[src/rtl/pixel_stream_pkg.sv]
// pixel_stream_pkg: shared burst geometry and control state type for the Mono8 parallelizer
package pixel_stream_pkg;
  localparam int PIXELS_PER_BURST = 32;
  localparam int PIX_W = 8;
  localparam int BURST_W = 256;
  localparam int IDX_W = $clog2(PIXELS_PER_BURST);
  typedef enum logic [1:0] {IDLE, ACTIVE, DRAIN, DONE} state_e;
endpackage

[src/rtl/word_assembler.sv]
// word_assembler: byte-lane accumulator that merges the incoming pixel into the assembled word
module word_assembler
  import pixel_stream_pkg::*;
(
  input  logic                        clk,
  input  logic                        reset,
  input  logic                        clear_i,
  input  logic                        we_i,
  input  logic [IDX_W-1:0]            idx_i,
  input  logic [PIX_W-1:0]            pix_i,
  output logic [BURST_W-1:0]          word_o,
  output logic [PIXELS_PER_BURST-1:0] keep_o
);
  logic [BURST_W-1:0] acc_q, acc_d;
  // the current pixel is merged combinationally so a completing beat loads the full word
  always_comb begin
    word_o = acc_q;
    if (we_i) word_o[{idx_i, 3'b000} +: PIX_W] = pix_i;
    acc_d = clear_i ? '0 : word_o;
    keep_o = '0;
    for (int k = 0; k < PIXELS_PER_BURST; k++) keep_o[k] = IDX_W'(k) <= idx_i;
  end
  always_ff @(posedge clk) begin
    if (reset) acc_q <= '0;
    else acc_q <= acc_d;
  end
endmodule

[src/rtl/parallelizer_mono8.sv]
// parallelizer_mono8: packs Mono8 pixels into 256-bit AXI-Stream words; PARALLELIZER_TUSER_EN adds m_axis_tuser
module parallelizer_mono8
  import pixel_stream_pkg::*;
#(
  parameter int OUT_ROWS = 20,
  parameter int OUT_COLS = 20
) (
  input  logic                          clk,
  input  logic                          reset,
  input  logic                          ap_start,
  output logic                          ap_ready,
  output logic                          ap_idle,
  output logic                          ap_done,
  input  logic                          s_axis_tvalid,
  output logic                          s_axis_tready,
  input  logic [PIX_W-1:0]              s_axis_tdata,
  output logic                          m_axis_tvalid,
  input  logic                          m_axis_tready,
  output logic [BURST_W-1:0]            m_axis_tdata,
  output logic [PIXELS_PER_BURST-1:0]   m_axis_tkeep,
  output logic                          m_axis_tlast,
`ifdef PARALLELIZER_TUSER_EN
  output logic                          m_axis_tuser,
`endif
  output logic [$clog2(OUT_COLS)-1:0]   cnt_col,
  output logic [$clog2(OUT_ROWS)-1:0]   cnt_row
);
  localparam int CW = $clog2(OUT_COLS);
  localparam int RW = $clog2(OUT_ROWS);
  state_e state_q, state_d;
  logic [CW-1:0] col_q;
  logic [RW-1:0] row_q;
  logic [IDX_W-1:0] idx_q;
  logic tvalid_q, tlast_q;
  logic [BURST_W-1:0] tdata_q, word;
  logic [PIXELS_PER_BURST-1:0] tkeep_q, keep;
  logic last_col, last_pix, word_done, hs, start, load;
  assign last_col = col_q == CW'(OUT_COLS - 1);
  assign last_pix = last_col && row_q == RW'(OUT_ROWS - 1);
  assign word_done = idx_q == IDX_W'(PIXELS_PER_BURST - 1) || last_pix;
  // stall only the pixel that would need the output register while it is still occupied
  assign s_axis_tready = state_q == ACTIVE && !(s_axis_tvalid && word_done && tvalid_q && !m_axis_tready);
  assign hs = s_axis_tvalid && s_axis_tready;
  assign start = state_q == IDLE && ap_start;
  assign load = hs && word_done;
  word_assembler u_asm (
    .clk(clk), .reset(reset), .clear_i(start || load), .we_i(hs),
    .idx_i(idx_q), .pix_i(s_axis_tdata), .word_o(word), .keep_o(keep)
  );
  always_ff @(posedge clk) begin
    if (reset) state_q <= IDLE;
    else state_q <= state_d;
  end
  always_comb begin
    state_d = state_q;
    case (state_q)
      IDLE:    state_d = ap_start ? ACTIVE : IDLE;
      ACTIVE:  state_d = hs && last_pix ? DRAIN : ACTIVE;
      DRAIN:   state_d = tvalid_q && m_axis_tready && tlast_q ? DONE : DRAIN;
      default: state_d = IDLE;
    endcase
  end
  always_ff @(posedge clk) begin
    if (reset || start) begin
      col_q <= '0;
      row_q <= '0;
      idx_q <= '0;
    end else if (hs) begin
      col_q <= last_col ? '0 : col_q + 1'b1;
      row_q <= last_pix ? '0 : last_col ? row_q + 1'b1 : row_q;
      idx_q <= word_done ? '0 : idx_q + 1'b1;
    end
  end
  always_ff @(posedge clk) begin
    if (reset) begin
      tvalid_q <= 1'b0;
      tdata_q <= '0;
      tkeep_q <= '0;
      tlast_q <= 1'b0;
    end else if (load) begin
      tvalid_q <= 1'b1;
      tdata_q <= word;
      tkeep_q <= keep;
      tlast_q <= last_pix;
    end else if (m_axis_tready) tvalid_q <= 1'b0;
  end
`ifdef PARALLELIZER_TUSER_EN
  logic first_q, tuser_q;
  always_ff @(posedge clk) begin
    if (reset) begin
      first_q <= 1'b0;
      tuser_q <= 1'b0;
    end else begin
      first_q <= start ? 1'b1 : load ? 1'b0 : first_q;
      tuser_q <= load ? first_q : tuser_q;
    end
  end
  assign m_axis_tuser = tuser_q;
`endif
  assign ap_idle = state_q == IDLE;
  assign ap_ready = state_q == IDLE;
  assign ap_done = state_q == DONE;
  assign m_axis_tvalid = tvalid_q;
  assign m_axis_tdata = tdata_q;
  assign m_axis_tkeep = tkeep_q;
  assign m_axis_tlast = tlast_q;
  assign cnt_col = col_q;
  assign cnt_row = row_q;
endmodule

[config.mk]
export PLATFORM = sky130hd
export DESIGN_NAME = parallelizer_mono8
export DESIGN_NICKNAME = d
export VERILOG_FILES = /design/src/rtl/pixel_stream_pkg.sv /design/src/rtl/word_assembler.sv /design/src/rtl/parallelizer_mono8.sv
export SDC_FILE = /design/constraint.sdc
export NUM_CORES = 1
export LEC_CHECK = 0
export CAP_MARGIN = 20
export CELL_PAD_IN_SITES_DETAIL_PLACEMENT = 0
export CELL_PAD_IN_SITES_GLOBAL_PLACEMENT = 1
export CORE_UTILIZATION = 44
export DETAILED_ROUTE_END_ITERATION = 8
export PLACE_DENSITY = 0.92
export SYNTH_ARGS = -nofsm -noshare
export SYNTH_HDL_FRONTEND = slang
export SYNTH_SLANG_ARGS = --single-unit
[constraint.sdc]
create_clock -name clk -period 7.6 [get_ports clk]
set_input_delay 1.52 -clock clk [delete_from_list [all_inputs] [get_ports clk]]
set_output_delay 1.52 -clock clk [all_outputs]
set_load 0.005 [all_outputs]
# Word level (Yosys, flattened, before mapping)
# Index checks and enable logic that the tools add are counted.
# word_totals
in_bits	13
word_cells	86
out_inout_bits	304
reg_bits	563
# classes
n_lt_le_gt_ge	32
n_eq_ne	6
shift	2
n_reduce_logical	21
n_mux	12
addsub	4
# ops
operator	count
$bwmux 256	1
$mux 256	1
$shift 8x10->256 const A	1
$shiftx 8x10->256	1
$le 5x5->1 const A	16
$le 4x5->1 const A	8
$le 3x5->1 const A	4
$mux 5	4
$add 5x1->5 const B	3
$eq 5x5->1 const B	3
$logic_and 1x1->1	11
$le 1x5->1 const A	2
$le 2x5->1 const A	2
$neg 8->10	1
$pmux 2 s3	1
$eq 2x2->1 const B	2
$mux 1	4
$reduce_bool 2->1	2
$logic_or 1x1->1	3
$eq 2x1->1 const B	1
$logic_not 1->1	2
$logic_not 2->1	1
$mux 2	1
$reduce_and 2->1	1
$reduce_or 2->1	1

# Longest topological paths before layout
# Gate-level depths: netlist of run 1.
# logic_depth
word_depth	12
depth_mapped	15
ltp_nobuf	10

# Hierarchy
# From an unflattened synthesis of run 1, not the netlist that was laid out.
# unflattened
cells_unflattened	2890
area_unflattened_um2	26272.7
# by_module_without_submodules
module	area_each_um2	cells_each	n_inst
word_assembler	14104.8	1445	1
parallelizer_mono8	12167.9	1445	1

# Worst setup path after synthesis of run 1
# Ideal clock, no wire load.
# synth_path
path_type	register to register
from	reg idx_q[1]
to	reg tdata_q[134] (netlist: m_axis_tdata[134])
synth_period_minus_slack_ns	3.468
path_stages_with_launch	16
required_time_ns	7.478
arrival_ns	3.346
slack_ns	4.132
cell_sequence	dfxtp_1 -> clkbuf_2 -> clkbuf_1 -> inv_1 -> ha_1 -> buf_2 -> nand2b_1 -> nor2_1 -> ha_1 -> buf_2 -> nor3b_1 -> inv_1 -> nor3_1 -> buf_2 -> a2111oi_0 -> a221o_1
# synth_between
elab_chain_len	9
word_cells_on_any_way	14
# synth_lines
element	line	source
start, declared	parallelizer_mono8.sv:33	logic [IDX_W-1:0] idx_q;
start signal, assigned	parallelizer_mono8.sv:71	idx_q <= word_done ? '0 : idx_q + 1'b1;
branches (longest 9 deep; another with $neg 8->10)	-	
end signal, assigned	parallelizer_mono8.sv:82	tdata_q <= word;
end, declared	parallelizer_mono8.sv:35	logic [BURST_W-1:0] tdata_q, word;
# Several ways; the timed one is not identified.
# A chain may end at the register's enable or synchronous reset.

# Worst setup path after layout of run 1
# layout_path
from	reg idx_q[1]
to	out s_axis_tready
# layout_between
elab_chain_len	7
# layout_lines
element	line	source
$eq 5x5->1	parallelizer_mono8.sv:40	assign word_done = idx_q == IDX_W'(PIXELS_PER_BURST - 1) || last_pix;
$logic_or 1x1->1	parallelizer_mono8.sv:40	
$logic_and 1x1->1 (3 in series)	parallelizer_mono8.sv:42	assign s_axis_tready = state_q == ACTIVE && !(s_axis_tvalid && word_done && tvalid_q && !m_axis_tready);
$logic_not 1->1	parallelizer_mono8.sv:42	
$logic_and 1x1->1	parallelizer_mono8.sv:42	
end, declared	parallelizer_mono8.sv:15	output logic s_axis_tready,
# Every way passes these cells.

==> results of run 1 <==
==> cell usage in the layout (no fill, tap or decap), types with 5 or more instances in the layout <==
master | Yosys | final
a211oi_1 | 34 | 34
a2111oi_0 | 9 | 9
nand3_1 | 59 | 59
dfxtp_1 | 563 | 563
nor2b_1 | 6 | 6
a311oi_1 | 23 | 23
a221o_1 | 29 | 29
clkbuf_1 | 113 | 12
a21boi_0 | 6 | 6
ha_1 | 9 | 9
clkinv_2 | 0 | 11
or4_1 | 7 | 7
inv_1 | 15 | 15
nor4_4 | 13 | 13
o21ai_1 | 45 | 45
and2_1 | 33 | 33
nor3_1 | 22 | 22
xnor2_1 | 5 | 5
a2111oi_4 | 8 | 8
and3_1 | 26 | 26
clkdlybuf4s50_1 | 0 | 315
nand4_1 | 11 | 11
clkbuf_16 | 0 | 56
nand2_1 | 270 | 268
xor2_1 | 7 | 7
mux2i_1 | 217 | 217
or3_1 | 8 | 7
buf_4 | 4 | 24
nor2_1 | 308 | 307
o21ai_0 | 154 | 154
a21oi_1 | 70 | 70
nor3b_1 | 9 | 9
clkbuf_8 | 0 | 15
==> layout make-up <==
cell class                 count  share of cell area (%)
sequential                   563                   43.00
multi-input combinational   1432                   33.69
timing repair buffer         344                   13.16
clock buffer                  83                   6.306
tap                          607                   2.898
clock inverter                17                  0.7352
inverter                      15                  0.2148
==> flip-flops by register name, summed over array words and instances, names as in the netlist <==
register / flops
cnt_col: 5
cnt_row: 5
idx_q: 5
m_axis_tdata: 256
m_axis_tkeep: 32
m_axis_tlast: 1
m_axis_tvalid: 1
state_q: 2
u_asm.acc_q: 256
==> per-layer routing <==
layer / vias up / wire (um) / global-route usage [%]
met4: 0 / 1753 / 8.920
li1: 8004 / - / -
met5: - / 0 / 0
met1: 8141 / 27160 / 33.81
met2: 545 / 30500 / 42.80
met3: 120 / 4888 / 6.087
==> cell families after synthesis <==
logic type                 Yosys count
AOI/OAI and AO/OA                  400
DFF                                563
xor gates and xnor gates            13
adders and majority gates            9
muxes                              217
and+or+nand+nor                    793
buffers and inverters              190
==> how the worst max path moves through the flow <==
stage                             start           endpoint  slack (ps)  cells after the start
after floorplan                idx_q[1]  m_axis_tdata[134]        4130                     15
after global placement    s_axis_tvalid   m_axis_tdata[77]        2690                      6
after detailed placement  m_axis_tready      s_axis_tready        2850                      4
after CTS                      idx_q[1]      s_axis_tready        2690                      7
after global routing           idx_q[1]      s_axis_tready        2540                      7
final                          idx_q[1]      s_axis_tready        2690                      7
==> metrics by stage <==
step	power (W)	hold WS [ps]	cell area, um^2	utilization [%]
floorplan	0.003120	427.5	20880	-
global placement	0.003178	434.7	24290	52.06
detailed placement	0.003181	441.5	24340	52.16
CTS	0.005910	448.2	26180	56.12
global route	0.006052	469.5	26210	56.18
finish	0.005872	448.8	26210	56.18
==> critical path: stages (launching register included) <==
cell and delay (ps):
dfxtp_1 580, ha_1 430, nand2_1 140, nor2_1 60, ha_1 250, a21o_1 230, a311oi_1 500, clkdlybuf4s50_1 600
==> power by group through the flow <==
stage	Combinational (W)	Sequential, W	Clock (W)
2_1_floorplan	0.000101	0.00302	0
3_3_place_gp	0.000158	0.00302	0
3_5_place_dp	0.000161	0.00302	0
4_1_cts	0.000161	0.00295	0.00280
5_1_grt	0.000171	0.00295	0.00293
6_report	0.000163	0.00295	0.00276
==> metrics.yaml, run 1 <==
status: "finished with violations"
violations: "design-rule violations"
first_iter_violations: 1539
routed_via_density: 5.492
dp_hpwl_um: 42530
postSynthCellCount: 2185
wire_per_inst_um: 21.01
p_int_w: 0.004586
place.gp.congestion: 0.8274
clk_pin_slew_ps: 70
synthTopCellsByArea: "dfxtp_1 54%, mux2i_1 10%, nor2_1 5.5%"
gr-usage-all-layers_pct: 26.18
synth-adder-area-share_pct: 0.5392
fillerInstances: 4057
n_antenna_cell: 0
critical_path_class: "reg2out"
cts_max_level: 2
netlist.area_leader.share_pct: 53.97
synthMuxAreaShare_pct: 10.40
cp_max_fo: 18
setup_tns_ps: 0
synth_common_cells: "563 x dfxtp_1, 308 x nor2_1, 270 x nand2_1"
seq_area_frac_synth_pct: 53.97
synth_top_family_by_area: "simple AND/OR/NAND/NOR gates"
hold_viol_final: 0
io-pin-count: 317
grt_pass1_wl_um: 97160
fin_worst_skew_ps: 28.54
min_period_ps: 4906
hold_buffers: 0
async_flop_share_pct: 0
cts.repair.resized: 0
ys_ff_latch: 563
arrival_ps: 3390
clock_sinks: 563
grt_start_max_net_pins: 214
swShare_pct: 21.90
r2r_cells: 10
setup_viol: 0
firstDrtPassIters: 7
rows: 79
fin_crit_sh_pct: 64.56
die_x_um: 219.9
die_h_um: 219.9
core_area_um2: 46650
synthXorXnorAreaFrac_pct: 0.5812
yosysTopAreaCell: "dfxtp_1"
synth-simple-area-share_pct: 17.90
drt_drc_violations_left: 36
synth_compound_area_share_pct: 12.67
multi_input_area_um2: 8830
yosys.cell_types.count: 62
max-vdd-ir-drop_uv: 193.1
power_density_nw_per_um2: 224.0
yosysMostFrequentCell: "dfxtp_1"
synth-edff-count: 0
grt_overflow: 0
synth_area_um2: 20880
stdcell_count: 3061
worstHoldStart: "u_asm.acc_q[85]"
port_buffers: 316
syn_nets: 2207
clock-root-buffer: "clkbuf_16"
worst_slew_pin_slew_ps: 1362
areaGrowthSynthToFinish_pct: 25.50
die_area_um2: 48340
power_frac_seq_pct: 50.3
placed_cells: 2960
r2r_setup_slack_ps: 3340
antenna_found_initial: 2
yosys_most_used_dff: "dfxtp_1"
switchingPower_w: 0.001286
required_ps: 6080
r2r_start: "idx_q[1]"
min_to: "u_asm.acc_q[85]"
clkPwrFrac_pct: 46.9
regArea_um2: 11270
post-cts-setup-buffer-count: 0
rsz0062_at_grt: "no"
post-place-ws_ps: 2847
critPathCaptureType: "output port"
antenna_left: 0
drv_slew: 0
p_comb_share_pct: 2.8
vias: 16810
maxCapViolCount: 0
min_path_cells: 2
max_freq_ghz: 0.2038
clock_latency_ps: 610
hp-class: "reg2reg"
grt_pass1_vias: 16160
ys_warn_count: 0
r2r_end: "m_axis_tdata[189]"
leakage_nw: 8.847
tritoncts: "built"
fin_nets: 2433
totalWireLength_um: 64300
start_kind: "register"
cts_buffers: 55
avgSynthCellArea_um2: 9.558
postLayoutSetupSlackWorst_ps: 2694
initial_core_util_pct: 44.76
drive_above_1_share_pct: 6.561
slew_headroom_pct: 9.213
clk_path_buf_depth: 3
No activity file was read; power rests on OpenSTA's default activity.
==> run 2, diff against run 1 <==
--- a/config.mk
+++ b/config.mk
@@ -8,9 +8,9 @@
 export CAP_MARGIN = 20
 export CELL_PAD_IN_SITES_DETAIL_PLACEMENT = 0
 export CELL_PAD_IN_SITES_GLOBAL_PLACEMENT = 1
-export CORE_UTILIZATION = 44
+export CORE_UTILIZATION = 37
 export DETAILED_ROUTE_END_ITERATION = 8
-export PLACE_DENSITY = 0.92
+export PLACE_DENSITY = 0.83
 export SYNTH_ARGS = -nofsm -noshare
 export SYNTH_HDL_FRONTEND = slang
 export SYNTH_SLANG_ARGS = --single-unit
==> constraint.sdc (replaced) <==
create_clock -name clk -period 3.9 [get_ports clk]
set_input_delay 0.78 -clock clk [delete_from_list [all_inputs] [get_ports clk]]
set_output_delay 0.78 -clock clk [all_outputs]
set_load 0.005 [all_outputs]
==> run 2 against run 1 <==
- the flow now finishes without violations
- highest routed layer unchanged
- first-iteration DRC count shrank 14%
- critical path type unchanged
- register-to-register slack got worse by 3100 ps
- final cell count up 5.9%
- routed wire length grew 2.7%
- via count up 0.86%
- setup slack worse by 2500 ps
- sequential power up 95%
- hold slack got worse by 0.58 ps
- sequential share of layout area shrank 0.89 points
- global-route usage is 3.7 points lower
- clock power is 98% higher
- largest power group unchanged
==> metrics.yaml, run 2 (synthesis gave the netlist of run 1 again) <==
grt_overflow: 0  # unchanged
power_density_nw_per_um2: 432.1  # +93%
place.gp.congestion: 0.9010  # +8.9%
required_ps: 3120  # -2960 ps
drive_above_1_share_pct: 7.908  # +1.3 points
die_x_um: 239.6  # +9.0%
rows: 86  # +8.9%
r2r_setup_slack_ps: 260  # -3080 ps
min_path_cells: 2  # unchanged
worstHoldStart: "m_axis_tdata[31]"
critical_path_class: "reg2out"
setup_tns_ps: 0  # unchanged
status: "completed"
start_kind: "register"
post-place-ws_ps: 166.6  # -2680 ps
totalWireLength_um: 66030  # +2.7%
critPathCaptureType: "output port"
arrival_ps: 2890  # -500 ps
cts_max_level: 2  # unchanged
clk_path_buf_depth: 3  # unchanged
fin_nets: 2470  # +1.5%
die_h_um: 239.6  # +9.0%
cts_buffers: 57  # +3.6%
leakage_nw: 9.039  # +2.2%
grt_pass1_wl_um: 98310  # +1.2%
r2r_cells: 10  # unchanged
antenna_left: 0  # unchanged
first_iter_violations: 1320  # -14%
rsz0062_at_grt: "no"
tritoncts: "built"
clock-root-buffer: "clkbuf_16"
r2r_end: "m_axis_tdata[65]"
place_area_um2: 24890  # +2.3%
max_freq_ghz: 0.2725
fin_worst_skew_ps: 17.96  # -10.58 ps
hp-class: "reg2reg"
dp_hpwl_um: 46080  # +8.4%
layout_commonest_cell: "dfxtp_1"
clk_pin_slew_ps: 60  # about the same
initial_core_util_pct: 37.69  # -7.1 points
r2r_start: "idx_q[0]"
post-cts-setup-buffer-count: 0  # unchanged
placed_cells: 3137  # +6.0%
core_area_um2: 55420  # +19%
grt_pass1_vias: 16180  # +0.087%
firstDrtPassIters: 5  # -2
port_buffers: 316  # unchanged
vias: 16950  # +0.86%
min_period_ps: 3669
clock_sinks: 563  # unchanged
hold_viol_final: 0  # unchanged
max-vdd-ir-drop_uv: 382.9  # +98%
areaGrowthSynthToFinish_pct: 28.16
maxCapViolCount: 0  # unchanged
final_cell_mix: "563 x dfxtp_1, 315 x clkdlybuf4s50_1, 307 x nor2_1, 268 x nand2_1, 217 x mux2i_1"
wire_per_inst_um: 20.37  # -3.0%
hold_buffers: 0  # unchanged
antenna_found_initial: 2  # unchanged
worst_slew_pin_slew_ps: 1066  # -295.4 ps
setup_viol: 0  # unchanged
gr-usage-all-layers_pct: 22.44  # -3.7 points
clock_latency_ps: 620  # about the same
io-pin-count: 317  # unchanged
die_area_um2: 57400  # +19%
slew_headroom_pct: 28.90  # +20 points
fin_crit_sh_pct: 94.09
grt_start_max_net_pins: 122  # -43%
drt_drc_violations_left: 0  # -100%
stdcell_count: 3242  # +5.9%
fillerInstances: 5072  # +25%
cp_max_fo: 10  # -8
min_to: "m_axis_tdata[31]"
postLayoutSetupSlackWorst_ps: 230.7  # -2463 ps
drv_slew: 0  # unchanged
routed_via_density: 5.229  # -4.8%
stdcell_area_um2: 26760  # +2.1%
## run 2: what timing repair did
item	4_1_cts	5_1_grt
gates resized for setup	1	0
hold endpoints to repair	0	0
setup endpoints to repair	1	0
## run 2: final cells by class
| type | count | area, um^2 | share of cell area [%] |
|---|---|---|---|
| Sequential cell | 563 | 11270 | 42.11 |
| Multi-Input combinational cell | 1432 | 8836 | 33.01 |
| Timing Repair Buffer | 379 | 3796 | 14.18 |
| Clock buffer | 79 | 1589 | 5.937 |
| Tap cell | 748 | 935.9 | 3.497 |
| Clock inverter | 23 | 272.8 | 1.019 |
| Inverter | 15 | 56.30 | 0.2104 |
| Antenna cell | 3 | 7.507 | 0.02805 |
## run 2: metal layers
layer,up-vias,track usage [%],routed length (um)
li1,8041,-,-
met1,8236,30.11,29220
met2,572,35.80,30500
met3,105,4.552,4321
met4,0,7.517,1989
met5,-,0,0
## run 2: power breakdown
group / total, W / switching (W) / leakage (nW) / internal (W)
clock network: 0.00546 / 0.00234 / 0.909 / 0.00312
logic: 0.000346 / 0.000263 / 3.60 / 0.0000833
registers: 0.00576 / 0.00000348 / 4.53 / 0.00575
## run 2: how the worst max path moves through the flow
stage	from	end	depth (start not counted)
after floorplan	idx_q[1]	m_axis_tdata[134]	15
after global placement	m_axis_tready	m_axis_tdata[47]	6
after detailed placement	m_axis_tready	m_axis_tdata[239]	7
after CTS	idx_q[0]	s_axis_tready	7
after global routing	idx_q[0]	m_axis_tdata[121]	10
final	idx_q[0]	s_axis_tready	7
## run 2: worst max-delay path, stage by stage (launching register included)
cell and delay (ps):
dfxtp_1 390, ha_1 270, nand2_1 130, nor2_1 60, ha_1 250, a21o_1 240
a311oi_2 370, clkdlybuf4s50_1 570
## run 2: per-stage QoR
stage,utilization [%],hold WS (ps),power [W]
after floorplan,-,427.5,0.006080
after global placement,44.90,435.9,0.006227
after detailed placement,44.91,442.3,0.006228
after CTS,48.28,451.2,0.01165
after global routing,48.29,465.1,0.01191
final,48.30,448.3,0.01156
